--- config.mk ---
export PLATFORM = sky130hd
export DESIGN_NAME = mod_74x165_serializer
export DESIGN_NICKNAME = d
export VERILOG_FILES = /design/src/rtl/mod_74x165_serializer.sv
export SDC_FILE = /design/constraint.sdc
export NUM_CORES = 1
export LEC_CHECK = 0
export CAP_MARGIN = 30
export CORE_MARGIN = 1
export CORE_UTILIZATION = 46
export CTS_CLUSTER_SIZE = 10
export DETAILED_ROUTE_END_ITERATION = 12
export PLACE_DENSITY = 0.79
export SYNTH_ARGS = -nofsm -noshare
export SYNTH_HDL_FRONTEND = slang
export SYNTH_SLANG_ARGS = --single-unit
--- constraint.sdc ---
create_clock -name CLK -period 1.35 [get_ports CLK]
set_input_delay 0.27 -clock CLK [delete_from_list [all_inputs] [get_ports CLK]]
set_output_delay 0.27 -clock CLK [all_outputs]
set_load 0.05 [all_outputs]
--- src/rtl/mod_74x165_serializer.sv ---
// 74x165-style parallel-in/serial-out shift register with a START/BUSY/DONE frame controller.
// Shifts MSB-first toward Q_H, cascades SER into bit 0, and freezes shifting while CLK_INH is high.
module mod_74x165_serializer #(
    parameter int WIDTH = 8,
    parameter int CNT_W = $clog2(WIDTH)
) (
    input  logic             CLK,
    input  logic             RST,
    input  logic             START,
    input  logic [WIDTH-1:0] D,
    input  logic             SER,
    input  logic             CLK_INH,
    output logic             Q_H,
    output logic             Q_H_N,
    output logic             BUSY,
    output logic             DONE
);

    localparam logic [0:0] ST_IDLE  = 1'b0;
    localparam logic [0:0] ST_SHIFT = 1'b1;

    logic [0:0]       r_state;
    logic [WIDTH-1:0] r_shift;
    logic [CNT_W-1:0] r_cnt;
    logic             r_q_h_n;
    logic             r_busy;
    logic             r_done;

    logic [0:0]       w_state_nxt;
    logic [WIDTH-1:0] w_shift_nxt;
    logic [CNT_W-1:0] w_cnt_nxt;
    logic             w_done_nxt;

    // NOTE: every signal gets a default before the branches, so no path leaves one unassigned and no latch is inferred.
    always_comb begin
        w_state_nxt = r_state;
        w_shift_nxt = r_shift;
        w_cnt_nxt   = r_cnt;
        w_done_nxt  = 1'b0;
        if (r_state == ST_IDLE) begin
            // A load is never blocked by CLK_INH.
            if (START) begin
                w_shift_nxt = D;
                w_cnt_nxt   = CNT_W'(WIDTH - 1);
                w_state_nxt = ST_SHIFT;
            end
        end else if (!CLK_INH) begin
            w_shift_nxt = {r_shift[WIDTH-2:0], SER};
            if (r_cnt != '0) begin
                w_cnt_nxt = r_cnt - CNT_W'(1);
            end else begin
                w_state_nxt = ST_IDLE;
                w_done_nxt  = 1'b1;
            end
        end
    end

    // NOTE: state registers use non-blocking assignments so every flop samples pre-edge values.
    always_ff @(posedge CLK or posedge RST) begin
        if (RST) begin
            r_state <= ST_IDLE;
            r_shift <= '0;
            r_cnt   <= '0;
            r_q_h_n <= 1'b1;
            r_busy  <= 1'b0;
            r_done  <= 1'b0;
        end else begin
            r_state <= w_state_nxt;
            r_shift <= w_shift_nxt;
            r_cnt   <= w_cnt_nxt;
            r_q_h_n <= ~w_shift_nxt[WIDTH-1];
            r_busy  <= (w_state_nxt == ST_SHIFT);
            r_done  <= w_done_nxt;
        end
    end

    // Q_H_N has its own flop so both serial outputs come straight from registers.
    assign Q_H   = r_shift[WIDTH-1];
    assign Q_H_N = r_q_h_n;
    assign BUSY  = r_busy;
    assign DONE  = r_done;

endmodule
==> results of run 1 <==
-- worst max path at each step --
stage                      end  startpoint  depth (start not counted)  slack, ns
global route        r_shift[2]       START                          4       0.02
global placement    r_shift[2]       START                          4      -0.19
detailed placement  r_shift[2]       START                          4      -0.21
finish              r_shift[2]       START                          4       0.09
CTS                 r_shift[2]       START                          4       0.09
floorplan           r_shift[2]        BUSY                          3       0.07
-- power by group through the flow --
stage	registers (W)	logic [W]	clock network, W
after floorplan	0.000899	0.000433	0
after global placement	0.000785	0.000913	0
after detailed placement	0.000790	0.000935	0
after CTS	0.000782	0.000939	0.000259
after global routing	0.000811	0.00101	0.000279
final	0.000781	0.000934	0.000248
-- layout make-up --
cell class	count	area (um2)	area share
Clock buffer	4	26.3	0.0274
Inverter	9	33.8	0.0352
Multi-Input combinational cell	40	282	0.294
Sequential cell	14	353	0.368
Tap cell	15	18.8	0.0196
Timing Repair Buffer	22	245	0.256
-- registers in the layout, summed over array words and instances (netlist names) --
register and flops:
r_cnt 3, r_shift 8, BUSY 1, DONE 1
Q_H_N 1
-- metal layers --
metal / GRT usage / part of all wire / up-vias
met5: 0 / 0 / -
met4: 0.150 / 0.026 / 0
met3: 0.0500 / 0.050 / 5
met2: 0.258 / 0.44 / 15
met1: 0.274 / 0.48 / 225
li1: - / - / 271
-- cells in the mapped netlist --
cell type   n  area [um2]
dfrtp_1    13         325
inv_1       9        33.8
a21oi_1     6        30.0
nor2_1      5        18.8
mux2i_1     4        40.0
o22ai_1     4        25.0
a211oi_1    2        15.0
a21o_1      2        15.0
buf_2       2        10.0
ha_1        2        25.0
nor2b_1     2        12.5
a211o_1     1        8.76
a221o_1     1        10.0
and2b_1     1        7.51
and4bb_2    1        12.5
dfstp_2     1        26.3
mux2_2      1        11.3
nand2_1     1        3.75
nand2b_1    1        6.26
nand3b_1    1        7.51
nor3_1      1        5.00
o211ai_1    1        7.51
o21a_1      1        7.51
o21ai_0     1        5.00
or2b_1      1        7.51
-- metrics by stage --
stage | TNS [ns] | std cells
after floorplan | 0 | 65
after global placement | -1.29 | 100
after detailed placement | -1.45 | 100
after CTS | 0 | 104
after global routing | 0 | 104
final | 0 | 104
-- logic make-up after synthesis --
logic type / count (synthesis) / synth area share
compound gates: 19 / 0.183
fa+ha+maj: 2 / 0.0370
buf+inv: 11 / 0.0647
flops: 14 / 0.519
mux: 5 / 0.0758
simple gates: 14 / 0.120
-- tightest hold or removal path, stage by stage --
cell             delay (ns)
clkdlybuf4s50_1        0.39
inv_1                  0.05
buf_4                  0.21
-- layout by cell type, fill, tap and decap left out --
master	n
a221o_1	1
ha_1	2
nor2_1	5
o21a_1	1
mux2_2	1
nor3_1	1
a211o_1	1
or2b_1	1
a211oi_1	2
clkbuf_1	1
nor2b_1	2
and4bb_2	1
nand2_1	1
dfrtp_2	1
nand3b_1	1
clkbuf_4	3
o21ai_0	1
and2b_1	1
a21o_1	2
dfstp_2	1
mux2i_1	4
nand2b_1	1
a21oi_1	6
clkdlybuf4s50_1	12
dfrtp_1	12
inv_1	9
buf_12	4
buf_4	6
o211ai_1	1
o22ai_1	4
==> impl_metrics.tcl, run 1 <==
set metrics [dict create \
    cp_data_required_time_ns 1.52 \
    yosysWarnings 0 \
    dieArea_um2 1630 \
    hold_viol 0 \
    track_usage 0.198 \
    vdd_drop_max_uv 1090 \
    drive_gt1_frac 0.191 \
    netlist_area_um2 677 \
    rows 13 \
    syn_nets 80 \
    grt_pass1_vias 487 \
    pre_cts_ws_ns -0.213 \
    vias_per_cell 4.96 \
    clock_sinks 14 \
    avgSynthCellArea_um2 10.4 \
    cp_max_fo 7 \
    die_w_um 40.4 \
    total_switching_power_w 0.000737 \
    drc 0 \
    cts_root_buf "clkbuf_4" \
    cts_htree_levels 1 \
    period_share 0.936 \
    design_area_um2 958 \
    place_area_um2 932 \
    powerDensity_nw_per_um2 2050 \
    vias 516 \
    yosysUniqueCellTypes 25 \
    dr.pass1.iters 2 \
    port_buffers 16 \
    worst_slack_ns 0.0869 \
    finalClockSkew_ns 0.00518 \
    status "completed" \
    drt_iter0_drc 7 \
    timing.fmax_ghz 0.792 \
    r2r-end "r_shift[2]" \
    worstSetupEndpointType "flop" \
    ctsHoldBuffers 0 \
    syn_to_final_growth_pct 41.6 \
    fillers 100 \
    holdWs_ns 0.275 \
    start_kind "input port" \
    fin_nets 105 \
    cts_setup_buffers 0 \
    wire_per_inst_um 12.4 \
    setup_violations 0 \
    cap_violations 0 \
    reg2reg_depth 3 \
    cts_tree "built" \
    clk_path_buf_depth 2 \
    start_util 0.508 \
    regToRegSetupSlack_ns 0.18 \
    clock_power_share 0.126 \
    cp_num_buf_inv 1 \
    die_y_um 40.4 \
    cts_made_buffers 3 \
    grt_max_degree 15 \
    grt_pass1_wl_um 2010 \
    slowest_stage "clkdlybuf4s50_1" \
    p_int_w 0.00123 \
    p_comb_frac 0.476 \
    p_seq_frac 0.398 \
    io_pins 17 \
    clk_pin_slew_ns 0.08 \
    crit_path_max_incr_delay_ns 0.57 \
    gp_congestion 0.804 \
    antenna_found_initial 0 \
    overflow 0 \
    crit_family "buffers and inverters" \
    fp.coreArea_um2 1330 \
    cts-resized-gates 0 \
    crit_arrival_ns 1.44 \
    slew_violations 0 \
    drt_wl_total_um 1290 \
    worstSetupPathType "in2reg" \
    ys_seq_area_frac 0.519 \
    power_w 0.00196 \
    p_leak_nw 0.462 \
    fin_util 0.719 \
    r2r-start "BUSY" \
    p_sw_frac 0.375 \
    ant_nets 0 \
    relSlewSlack 0.807 \
    ys_seq_elements 14 \
    diodes 0 \
    holdCritPathClass "in2async" \
    insertion_delay_ns 0.28 \
    min_period_ns 1.26 \
    rsz0062_at_grt "false" \
    crit_chain "clkdlybuf4s50_1, nor2_1, a21o_1, a221o_1" \
    worst_slew_pin_slew_ns 0.288 \
    hpwl_um 949 \
    synthCells 65 \
]
No activity file was read; power rests on OpenSTA's default activity.
==> run 2: changes to the inputs <==
ABC_CLOCK_PERIOD_IN_PS = 1350   (was not set)
==> results of run 2 <==
The final DEF is identical to that of run 1; final timing and power are the same.
